## config.mk

```make
export PLATFORM = sky130hd
export DESIGN_NAME = sipo_word_assembler
export DESIGN_NICKNAME = d
export VERILOG_FILES = /design/src/rtl/sipo_word_assembler.sv
export SDC_FILE = /design/constraint.sdc
export NUM_CORES = 1
export LEC_CHECK = 0
export CAP_MARGIN = 20
export CELL_PAD_IN_SITES_DETAIL_PLACEMENT = 0
export CELL_PAD_IN_SITES_GLOBAL_PLACEMENT = 1
export CORE_AREA = 4 4 63 65
export CTS_CLUSTER_SIZE = 28
export DETAILED_ROUTE_END_ITERATION = 7
export DIE_AREA = 0 0 67 69
export PLACE_DENSITY_LB_ADDON = 0.1
export SYNTH_ARGS = -nofsm -noshare
export SYNTH_HDL_FRONTEND = slang
export SYNTH_SLANG_ARGS = --single-unit
```

## constraint.sdc

```tcl
create_clock -name clk -period 1.5 [get_ports clk]
set_input_delay 0.225 -clock clk [delete_from_list [all_inputs] [get_ports clk]]
set_output_delay 0.225 -clock clk [all_outputs]
set_load 0.05 [all_outputs]
```

## src/rtl/sipo_word_assembler.sv

```systemverilog
// rtl/sipo_word_assembler.sv - LSB-first serial-to-word assembler feeding a first-word-fall-through FIFO.
module sipo_word_assembler #(
    parameter int WIDTH = 4,
    parameter int DEPTH = 4
) (
    input  logic                     clk,
    input  logic                     areset_n,
    input  logic                     sin,
    input  logic                     sin_valid,
    input  logic                     sof,
    output logic [WIDTH-1:0]         out_data,
    output logic                     out_valid,
    input  logic                     out_ready,
    output logic [$clog2(DEPTH):0]   level,
    output logic [$clog2(WIDTH)-1:0] bit_cnt,
    output logic                     overflow,
    input  logic                     ovf_clr
);

    localparam int AW = $clog2(DEPTH);
    localparam int CW = $clog2(WIDTH);
    localparam logic [CW-1:0] LAST_BIT = CW'(WIDTH - 1);
    localparam logic [AW:0]   FULL_LVL = (AW + 1)'(DEPTH);

    // Assertion is immediate; release is retimed through two flops.
    logic [1:0] rst_sync;
    logic       rst_n;

    always_ff @(posedge clk or negedge areset_n) begin
        if (!areset_n) rst_sync <= 2'b00;
        else           rst_sync <= {rst_sync[0], 1'b1};
    end
    assign rst_n = rst_sync[1];

    logic [WIDTH-1:0] sr;
    logic [WIDTH-1:0] word;
    logic [WIDTH-1:0] mem [DEPTH];
    logic [AW-1:0]    wr_ptr;
    logic [AW-1:0]    rd_ptr;
    logic             push_req;
    logic             push;
    logic             pop;
    logic             full;

    assign word     = {sin, sr[WIDTH-1:1]};
    assign push_req = sin_valid && !sof && (bit_cnt == LAST_BIT);
    assign full     = (level == FULL_LVL);
    assign pop      = out_valid && out_ready;
    // A pop on the same edge frees the slot the new word needs.
    assign push     = push_req && (!full || pop);

    always_ff @(posedge clk or negedge rst_n) begin
        if (!rst_n) begin
            sr      <= '0;
            bit_cnt <= '0;
        end else if (sin_valid) begin
            if (sof) begin
                sr      <= {sin, {(WIDTH-1){1'b0}}};
                bit_cnt <= CW'(1);
            end else begin
                sr      <= word;
                bit_cnt <= (bit_cnt == LAST_BIT) ? '0 : bit_cnt + 1'b1;
            end
        end
    end

    always_ff @(posedge clk) begin
        if (push) mem[wr_ptr] <= word;
    end

    always_ff @(posedge clk or negedge rst_n) begin
        if (!rst_n) begin
            wr_ptr <= '0;
            rd_ptr <= '0;
            level  <= '0;
        end else begin
            if (push) wr_ptr <= wr_ptr + 1'b1;
            if (pop)  rd_ptr <= rd_ptr + 1'b1;
            case ({push, pop})
                2'b10:   level <= level + 1'b1;
                2'b01:   level <= level - 1'b1;
                default: level <= level;
            endcase
        end
    end

    always_ff @(posedge clk or negedge rst_n) begin
        if (!rst_n)                  overflow <= 1'b0;
        else if (push_req && !push)  overflow <= 1'b1;
        else if (ovf_clr)            overflow <= 1'b0;
    end

    assign out_valid = (level != '0);
    assign out_data  = out_valid ? mem[rd_ptr] : '0;

endmodule

```

==> results of run 1 <==
-- path summary, 6_finish.rpt --
| check | from | to | cells past startpoint |
|---|---|---|---|
| min in group clk | rst_sync[0] | rst_sync[1] | 0 |
| max in group asynchronous | rst_sync[1] | level[1] | 0 |
| worst min register to register | rst_sync[1] | sr[2] | 0 |
| worst max-delay path | rd_ptr[0] | out_data[2] | 3 |
| worst max register to register | level[0] | level[1] | 5 |
| worst min-delay path | areset_n | rst_sync[1] | 1 |
-- worst reg2reg max path, delay by kind of cell, from the launching register on --
kind                       cells  cell delay (ps)
and+or+nand+nor                2              520
DFF                            1              420
adders and majority gates      1              420
AOI/OAI and AO/OA              2              290
-- metal layers --
| layer | track usage (%) | vias up | routed length, um |
|---|---|---|---|
| li1 | - | 456 | - |
| met1 | 17.57 | 475 | 1216 |
| met2 | 22.71 | 21 | 1527 |
| met3 | 5.844 | 2 | 118 |
| met4 | 4.730 | 0 | 25 |
| met5 | 0 | - | 0 |
-- registers in the layout, indices dropped and copies added, names as in the netlist --
register  count
mem          16
level         3
sr            3
bit_cnt       2
rd_ptr        2
rst_sync      2
wr_ptr        2
overflow      1
-- cell usage in the layout (no fill, tap or decap), types with 2 or more instances in the layout --
cell type,n
and2_4,8
buf_4,18
clkbuf_4,5
dfrtp_1,9
o21ai_1,2
nand2_1,9
a21oi_1,3
ha_1,4
dfrtp_2,6
inv_1,8
mux4_2,4
clkinv_1,2
buf_6,3
xnor2_1,4
o21ai_0,4
buf_12,5
nor2_1,4
clkdlybuf4s50_1,6
buf_8,6
nand3_1,2
edfxtp_1,16
-- power by group through the flow --
stage	combinational [mW]	sequential, mW	clock (mW)
2_1_floorplan	1.05	1.32	0
3_3_place_gp	1.78	1.19	0
3_5_place_dp	1.79	1.20	0
4_1_cts	2.10	1.19	0.644
5_1_grt	2.35	1.21	0.691
6_report	2.22	1.18	0.623
-- synthesized netlist by cell type (all sizes together) --
| master | number |
|---|---|
| edfxtp | 16 |
| dfrtp | 15 |
| nand2 | 9 |
| and2 | 8 |
| inv | 8 |
| o21ai | 6 |
| buf | 5 |
| ha | 5 |
| nor2 | 5 |
| xnor2 | 5 |
| mux4 | 4 |
| nand3 | 4 |
| a21oi | 3 |
| o221ai | 2 |
| a21boi | 1 |
| a31oi | 1 |
| and2b | 1 |
| and3 | 1 |
| clkinv | 1 |
| conb | 1 |
| fa | 1 |
| mux2 | 1 |
| nand3b | 1 |
| nor4bb | 1 |
| o211ai | 1 |
| o22ai | 1 |
| or3 | 1 |
-- through the flow --
step	area [sq um]	total power, mW	worst slack [ps]	std cells
6_report	2059	4.022	-345.0	195
5_1_grt	2059	4.249	-425.4	195
4_1_cts	2008	3.936	-367.3	194
3_5_place_dp	1826	2.986	-357.7	181
3_3_place_gp	1826	2.969	-314.9	181
2_1_floorplan	1494	2.375	-452.9	108
-- cell families (layout without fill, tap and decap cells) --
group	count (synthesis)	in the layout	synth area share (%)
and+or+nand+nor	31	31	11.73
adders and majority gates	6	6	5.734
other	1	1	0.2604
buffers and inverters	14	55	4.952
muxes	5	5	7.038
AOI/OAI and AO/OA	15	15	7.299
xor gates and xnor gates	5	5	3.562
DFF	31	31	59.43
-- final cells by class --
cell class	count	area [sq um]	share of cell area (%)
clock buffers	5	37.54	1.823
clock inverters	3	38.79	1.883
inverters	9	33.78	1.640
multi-input cells	63	609.3	29.59
flip-flops and latches	31	863.3	41.92
well taps	46	57.56	2.795
repair buffers	38	419.2	20.35
-- timing repair --
action	in CTS	in global routing
resized for setup	22	8
buffers inserted	5	2
setup endpoints to repair	23	24
pin swaps	7	9
==> summary.md, run 1 <==
| Metric | Value |
|---|---|
| Status | `finished, violations left` |
| Failing checks | `negative setup slack` |
| Slew of the pin with the lowest slew margin | `568.5 ps` |
| Max Buffers Root-to-Sink | `2` |
| Synth top area share | `33.36%` |
| Crit-path cells | `mux4_2 -> and2_4 -> buf_8` |
| Fin. Hold Viols | `0` |
| DRC | `0` |
| Full die area | `4623 sq um` |
| Synth area leaders | `edfxtp_1 (33%), dfrtp_1 (26%), mux4_2 (6.3%)` |
| Starting Density | `43.16%` |
| HP Class | `in2async` |
| Switching share of power | `38.34%` |
| First-pass GRT wire length | `4905 um` |
| Vias/cell | `4.892` |
| Largest fanout on the critical path | `5` |
| Power Density | `1953 nW/um^2` |
| Setup WS post-layout | `-345.0 ps` |
| Gp weighted congestion | `0.8044` |
| Crit path time final | `1845 ps` |
| Hold Slack | `48.08 ps` |
| Yosys reg bits | `31` |
| Largest net degree at the start of global routing | `14` |
| Post-route setup TNS | `-2059 ps` |
| Combinational Power Share | `55.1%` |
| IO Count | `18` |
| CP max-delay cell | `mux4_2` |
| Htree depth | `2` |
| Routed via count | `954` |
| # fillers | `299` |
| Register area share after synthesis | `59.43%` |
| WL per Instance | `14.82 um` |
| DIE HEIGHT | `69 um` |
| CTS tree | `yes` |
| Fin util | `61.72%` |
| Synth Area per Inst | `13.33 sq um` |
| GRT Total Usage | `14.36%` |
| Antenna diodes | `0` |
| Sw power | `1.542 mW` |
| Clock skew | `7.258 ps` |
| Syn Nets | `121` |
| Number of detailed-route iterations in the first pass | `6` |
| Buffers & Inverters on Critical Path | `1` |
| Final setup viols | `7` |
| Mapped cell area | `1440 sq um` |
| I/O Buffers | `17` |
| Hold-fix buffers, CTS | `0` |
| Clk pwr share | `15.5%` |
| Pins Over Slew Limit | `0` |
| Distinct cell type count after synthesis | `31` |
| Max stage delay on crit path | `530 ps` |
| Post-route ant nets | `0` |
| Pint | `2.480 mW` |
| RSZ-0062 raised after global routing | `yes` |
| Max-cap violations | `0` |
| Root Buffer | `clkbuf_4` |
| Peak supply drop | `0.7423 mV` |
| Synth-to-layout area growth | `43.01%` |
| Leak | `0.8549 nW` |
| Worst Path Arrival | `1620 ps` |
| Max_slew headroom | `62.10%` |
| DRT iter0 DRCs | `36` |
| Sequential power share | `29.4%` |
| Initial antenna violation count | `0` |
| Share of layout cells above drive strength 1 | `46.31%` |
| Cells after Synth | `108` |
| Grt ovf | `0` |
| Crit share post-route | `123.0%` |
| Final net count | `161` |
| Crit path max-delay family | `multiplexers` |
| Synth area leader | `edfxtp_1` |
| Row cnt | `21` |
| WP data required | `1270 ps` |
| FF-to-FF setup slack | `-240 ps` |
| CP Launch Type | `flip-flop` |
| Vias in the first global route | `1036` |
| Dpl hpwl | `1988 um` |
| Final wirelength | `2889 um` |
| Worst skew pair latency | `320 ps` |
| Worst Setup Path Type | `reg2out` |
| Critical Path Sink Type | `output pin` |
| Core box area | `3337 sq um` |
| Synth warnings | `0` |
| Clock Pin Slew Worst Setup and Hold Paths | `100 ps` |
| Fmax | `542.0 MHz` |
| Die Wd | `67 um` |
| Clock sink count | `31` |
| CTS Buf Count | `5` |
(Power assumes the default switching activity.)
==> inputs of run 2 (changes only) <==
--- a/config.mk
+++ b/config.mk
@@ -8,10 +8,10 @@
 export CAP_MARGIN = 20
 export CELL_PAD_IN_SITES_DETAIL_PLACEMENT = 0
 export CELL_PAD_IN_SITES_GLOBAL_PLACEMENT = 1
-export CORE_AREA = 4 4 63 65
+export CORE_AREA = 4 4 61 63
 export CTS_CLUSTER_SIZE = 28
 export DETAILED_ROUTE_END_ITERATION = 7
-export DIE_AREA = 0 0 67 69
+export DIE_AREA = 0 0 65 67
 export PLACE_DENSITY_LB_ADDON = 0.1
 export SYNTH_ARGS = -nofsm -noshare
 export SYNTH_HDL_FRONTEND = slang
==> constraint.sdc (replaced) <==
create_clock -name clk -period 2.3 [get_ports clk]
set_input_delay 0.345 -clock clk [delete_from_list [all_inputs] [get_ports clk]]
set_output_delay 0.345 -clock clk [all_outputs]
set_load 0.05 [all_outputs]
==> summary.md, run 2 (synthesis results as in run 1) <==
| Metric | Value |
|---|---|
| IO Count | `18 (unchanged)` |
| GRT Total Usage | `12.69% (-1.7 points)` |
| Hold-fix buffers, CTS | `0 (unchanged)` |
| Peak supply drop | `0.3492 mV (-53%)` |
| Slew of the pin with the lowest slew margin | `545.5 ps (-23.05 ps)` |
| Largest net degree at the start of global routing | `14 (unchanged)` |
| Routed via count | `829 (-13%)` |
| # fillers | `280 (-6.4%)` |
| Most common cell after layout, fill and taps aside | `edfxtp_1` |
| Share of layout cells above drive strength 1 | `18.80% (-28 points)` |
| Starting Density | `44.56% (+1.4 points)` |
| CP Launch Type | `flip-flop` |
| CTS Buf Count | `5 (unchanged)` |
| Synth-to-layout area growth | `19.37%` |
| HP Class | `in2async` |
| Crit share post-route | `92.19%` |
| Full die area | `4355 sq um (-5.8%)` |
| Worst Setup Path Type | `reg2out` |
| Crit path time final | `2120 ps` |
| Worst Path Arrival | `1780 ps (+160 ps)` |
| Critical Path Sink Type | `output pin` |
| Final net count | `145 (-9.9%)` |
| DIE HEIGHT | `67 um (-2.9%)` |
| Worst skew pair latency | `320 ps (about the same)` |
| Leak | `0.6806 nW (-20%)` |
| Critical R2R Launch | `level[1]` |
| CTS tree | `yes` |
| Gp weighted congestion | `0.7233 (-10%)` |
| Status | `finished clean` |
| Final wirelength | `2341 um (-19%)` |
| Max Buffers Root-to-Sink | `2 (unchanged)` |
| RSZ-0062 raised after global routing | `no` |
| Fmax | `471.6 MHz` |
| Clock sink count | `31 (unchanged)` |
| Number of detailed-route iterations in the first pass | `3 (-3)` |
| Power Density | `1193 nW/um^2 (-39%)` |
| WP data required | `1960 ps (+690 ps)` |
| WL per Instance | `13.08 um (-12%)` |
| Final instance area | `1719 sq um (-17%)` |
| DRT iter0 DRCs | `28 (-22%)` |
| Grt ovf | `0 (unchanged)` |
| Power, Total | `2.051 mW (-49%)` |
| Antenna diodes | `0 (unchanged)` |
| Root Buffer | `clkbuf_4` |
| Reg2reg end | `level[2]` |
| Vias/cell | `4.631 (-5.3%)` |
| Fin util | `53.19% (-8.5 points)` |
| Core box area | `3232 sq um (-3.1%)` |
| Die Wd | `65 um (-3.0%)` |
| Commonest cells after routing, fill and taps aside | `edfxtp_1 (16), dfrtp_1 (15), clkdlybuf4s50_1 (12)` |
| Final setup viols | `0 (-7)` |
| Placement Cell Area | `1658 sq um (-9.2%)` |
| Fin. Hold Viols | `0 (unchanged)` |
| Max_slew headroom | `63.63% (+1.5 points)` |
| Clock skew | `5.194 ps (-2.064 ps)` |
| Max-cap violations | `0 (unchanged)` |
| Dpl hpwl | `1841 um (-7.4%)` |
| Pins Over Slew Limit | `0 (unchanged)` |
| Vias in the first global route | `880 (-15%)` |
| Place WS | `224.3 ps (+582.1 ps)` |
| Row cnt | `21 (unchanged)` |
| Most flops, register | `mem` |
| Largest register FFs | `16 (unchanged)` |
| Largest fanout on the critical path | `6 (+1)` |
| Reg2Reg Depth | `7 (+2)` |
| Post-route setup TNS | `0 ps (+2059 ps)` |
| DRC | `0 (unchanged)` |
| Htree depth | `2 (unchanged)` |
| Initial antenna violation count | `0 (unchanged)` |
| Top Registers | `mem (16), level (3), sr (3)` |
| I/O Buffers | `17 (unchanged)` |
| First-pass GRT wire length | `4043 um (-18%)` |
| Clock Pin Slew Worst Setup and Hold Paths | `100 ps (about the same)` |
| Setup WS post-layout | `179.6 ps (+524.6 ps)` |
| Post-route ant nets | `0 (unchanged)` |
| FF-to-FF setup slack | `370 ps (+610 ps)` |
==> run 2: cell count changes in the layout (fill, tap and decap cells not counted), moves of 3 or more <==
| cell | previous run | this run |
|---|---|---|
| buf_4 | 18 | 9 |
| and2_1 | 0 | 8 |
| buf_8 | 6 | 0 |
| buf_12 | 5 | 0 |
| dfrtp_2 | 6 | 0 |
| clkdlybuf4s50_1 | 6 | 12 |
| and2_4 | 8 | 0 |
| dfrtp_1 | 9 | 15 |
| buf_6 | 3 | 0 |
==> run 2: how the worst max path moves through the flow <==
stage / startpoint / to / slack (ps) / cells past startpoint
floorplan: level[2] / level[2] / 50 / 8
detailed placement: out_ready / mem[0][0] / 220 / 4
CTS: rd_ptr[0] / out_data[2] / 140 / 3
global placement: out_ready / mem[1][0] / 250 / 4
global route: rd_ptr[0] / out_data[0] / 60 / 3
finish: rd_ptr[0] / out_data[2] / 180 / 3
==> run 2: cell type report <==
class,instances,area [sq um],area share (%)
Inverter,9,33.78,1.965
Multi-Input combinational cell,63,513.0,29.84
Clock inverter,2,11.26,0.6550
Timing Repair Buffer,22,196.4,11.43
Clock buffer,6,51.30,2.984
Sequential cell,31,855.8,49.78
Tap cell,46,57.56,3.348
==> run 2: critical path: stages, from the launching register on <==
cell,delay [ps]
dfrtp_1,560
mux4_2,550
and2_1,160
buf_4,180
==> run 2: where the power goes <==
| part | leakage [nW] | switching (mW) | internal [mW] |
|---|---|---|---|
| sequential | 0.328 | 0.110 | 0.668 |
| clock | 0.0319 | 0.180 | 0.145 |
| combinational | 0.321 | 0.572 | 0.375 |
==> run 2: per-layer routing <==
layer | track usage (%) | share of wire, % | vias to the layer above
met5 | 0 | 0 | -
met4 | 4.749 | 0.47 | 0
met3 | 4.722 | 4.3 | 2
met2 | 20.69 | 50 | 15
met1 | 15.28 | 45 | 389
li1 | - | - | 423
==> run 2: per-stage QoR <==
stage	cells	hold WS [ps]
after floorplan	108	49.41
after global placement	171	243.8
after detailed placement	171	249.9
after CTS	179	159.8
after global routing	179	144.7
final	179	176.1
==> run 2: repair_timing <==
item                                   in CTS  in global routing
setup endpoints to repair                   1                  0
gates resized for setup                     1                  0
endpoints found under the hold margin       0                  0
setup buffers                               0                  0
==> inputs of run 3 (changes only) <==
--- a/config.mk
+++ b/config.mk
@@ -8,10 +8,10 @@
 export CAP_MARGIN = 20
 export CELL_PAD_IN_SITES_DETAIL_PLACEMENT = 0
 export CELL_PAD_IN_SITES_GLOBAL_PLACEMENT = 1
-export CORE_AREA = 4 4 61 63
+export CORE_AREA = 4 4 66 68
 export CTS_CLUSTER_SIZE = 28
 export DETAILED_ROUTE_END_ITERATION = 7
-export DIE_AREA = 0 0 65 67
+export DIE_AREA = 0 0 70 72
 export PLACE_DENSITY_LB_ADDON = 0.1
 export SYNTH_ARGS = -nofsm -noshare
 export SYNTH_HDL_FRONTEND = slang
==> constraint.sdc (replaced) <==
create_clock -name clk -period 2.7 [get_ports clk]
set_input_delay 0.405 -clock clk [delete_from_list [all_inputs] [get_ports clk]]
set_output_delay 0.405 -clock clk [all_outputs]
set_load 0.05 [all_outputs]
==> summary.md, run 3 (synthesis results as in run 1) <==
| Metric | Value |
|---|---|
| Status | `finished clean` |
| # fillers | `378 (+35%)` |
| GRT Total Usage | `11.04% (-1.6 points)` |
| Top Registers | `mem (16), level (3), sr (3)` |
| IO Count | `18 (unchanged)` |
| Cts repair resizes | `0 (-1)` |
| Peak supply drop | `0.3211 mV (-8.1%)` |
| Largest net degree at the start of global routing | `14 (unchanged)` |
| Buffers & Inverters on Critical Path | `1 (unchanged)` |
| Sw power | `0.7233 mW (-16%)` |
| Gp weighted congestion | `0.7256 (+0.32%)` |
| Crit share post-route | `96.06%` |
| Grt ovf | `0 (unchanged)` |
| First-pass GRT wire length | `4140 um (+2.4%)` |
| Post-route ant nets | `0 (unchanged)` |
| Worst skew pair latency | `270 ps (-50 ps)` |
| CTS tree | `yes` |
| Most flops, register | `mem` |
| Largest fanout on the critical path | `6 (unchanged)` |
| Max Buffers Root-to-Sink | `2 (unchanged)` |
| Max stage delay on crit path | `690 ps (+130 ps)` |
| Routed via count | `838 (+1.1%)` |
| Max_slew headroom | `63.10% (-0.53 points)` |
| Commonest cells after routing, fill and taps aside | `edfxtp_1 (16), dfrtp_1 (15), clkdlybuf4s50_1 (15)` |
| Clock skew | `3.644 ps (-1.549 ps)` |
| Full die area | `5040 sq um (+16%)` |
| Crit-path cells | `mux4_2 -> and2_1 -> clkdlybuf4s50_1` |
| Clk pwr share | `18.3% (+2.4 points)` |
| Htree depth | `2 (unchanged)` |
| CP Launch Type | `flip-flop` |
| WP data required | `2300 ps (+340 ps)` |
| Leak | `0.7032 nW (+3.3%)` |
| DIE HEIGHT | `72 um (+7.5%)` |
| HP Class | `reg2async` |
| Crit path max-delay family | `buffers and inverters` |
| Most common cell after layout, fill and taps aside | `edfxtp_1` |
| Starting Density | `37.35% (-7.2 points)` |
| Vias/cell | `4.604 (-0.58%)` |
| Worst Setup Path Type | `reg2out` |
| Power, Total | `1.796 mW (-12%)` |
| Placement Cell Area | `1665 sq um (+0.45%)` |
| Initial antenna violation count | `0 (unchanged)` |
| Row cnt | `23 (+9.5%)` |
| DRT iter0 DRCs | `22 (-21%)` |
| Die Wd | `70 um (+7.7%)` |
| Number of detailed-route iterations in the first pass | `3 (unchanged)` |
| Root Buffer | `clkbuf_8` |
| Max-cap violations | `0 (unchanged)` |
| Share of layout cells above drive strength 1 | `13.64% (-5.2 points)` |
| Final net count | `144 (-0.69%)` |
| Post-CTS Setup Inserts | `0 (unchanged)` |
| Post-route setup TNS | `0 ps (unchanged)` |
| RSZ-0062 raised after global routing | `no` |
| CP max-delay cell | `clkdlybuf4s50_1` |
| Vias in the first global route | `842 (-4.3%)` |
| Critical Path Sink Type | `output pin` |
| Pint | `1.072 mW (-9.8%)` |
| Fin. Hold Viols | `0 (unchanged)` |
| DRC | `0 (unchanged)` |
| Antenna diodes | `0 (unchanged)` |
| Final wirelength | `2381 um (+1.7%)` |
| Final setup viols | `0 (unchanged)` |
| Synth-to-layout area growth | `21.55%` |
| Clock Pin Slew Worst Setup and Hold Paths | `60 ps (-40 ps)` |
| Largest register FFs | `16 (unchanged)` |
| Combinational Power Share | `44.9% (-1.3 points)` |
| Clock sink count | `31 (unchanged)` |
| WL per Instance | `13.08 um (about the same)` |
| Core box area | `3856 sq um (+19%)` |
| CTS Buf Count | `5 (unchanged)` |
| Dpl hpwl | `1808 um (-1.8%)` |
| Worst Path Arrival | `2190 ps (+410 ps)` |
| Slew of the pin with the lowest slew margin | `553.5 ps (+7.984 ps)` |
| Power Density | `1026 nW/um^2 (-14%)` |
| Sequential power share | `36.8% (-1.2 points)` |
| I/O Buffers | `17 (unchanged)` |
| Fmax | `385.6 MHz` |
| Switching share of power | `40.28% (-1.8 points)` |
| Crit path time final | `2594 ps` |
| Hold-fix buffers, CTS | `0 (unchanged)` |
| Final instance area | `1750 sq um (+1.8%)` |
| Pins Over Slew Limit | `0 (unchanged)` |
-- run 3: cell type report --
class / instances / area (sq um) / share of cell area [%]
inverters: 9 / 33.78 / 1.930
well taps: 50 / 62.56 / 3.574
clock inverters: 2 / 7.507 / 0.4289
clock buffers: 6 / 72.57 / 4.146
flip-flops and latches: 31 / 855.8 / 48.89
multi-input cells: 63 / 513.0 / 29.31
repair buffers: 21 / 205.2 / 11.72
-- run 3: per-stage QoR --
stage | setup slack [ps] | hold slack [ps] | cells | util, %
2_1_floorplan | 452.8 | 109.4 | 108 | -
5_1_grt | 7.105 | 264.2 | 182 | 45.39
4_1_cts | 42.76 | 263.8 | 182 | 45.26
6_report | 106.3 | 227.0 | 182 | 45.39
3_5_place_dp | 361.3 | 263.1 | 174 | 43.19
3_3_place_gp | 356.0 | 249.2 | 174 | 43.19
-- run 3: final timing paths --
| kind | start | end | slack, ps | cells past startpoint |
|---|---|---|---|---|
| max in group asynchronous | rst_sync[1] | rd_ptr[0] | 2110 | 0 |
| hold / removal | rst_sync[1] | sr[2] | 230 | 0 |
| hold reg to reg | rst_sync[1] | sr[2] | 230 | 0 |
| setup / recovery | rd_ptr[0] | out_data[1] | 110 | 3 |
| setup reg to reg | level[0] | level[2] | 780 | 6 |
| min in group clk | rst_sync[0] | rst_sync[1] | 350 | 0 |
-- run 3: power groups by stage --
| stage | clock network (mW) | registers, mW | logic (mW) |
|---|---|---|---|
| after floorplan | 0 | 0.726 | 0.548 |
| after global placement | 0 | 0.675 | 0.810 |
| after detailed placement | 0 | 0.672 | 0.819 |
| after CTS | 0.341 | 0.664 | 0.821 |
| after global routing | 0.372 | 0.676 | 0.867 |
| final | 0.328 | 0.661 | 0.806 |
-- run 3: metal layers --
metal	GRT usage, %	vias up	share of wire (%)
met5	0	-	0
met4	5.106	0	1.0
met3	5.540	2	4.3
met2	16.16	16	48
met1	13.71	404	46
li1	-	416	-
-- run 3: worst reg2reg max path, cell delays in order, from the launching register on --
cell and delay (ps):
dfrtp_1 440, or3_1 530, nand3_1 150, fa_1 220, nor4bb_1 300, o21ai_1 100, o211ai_1 100
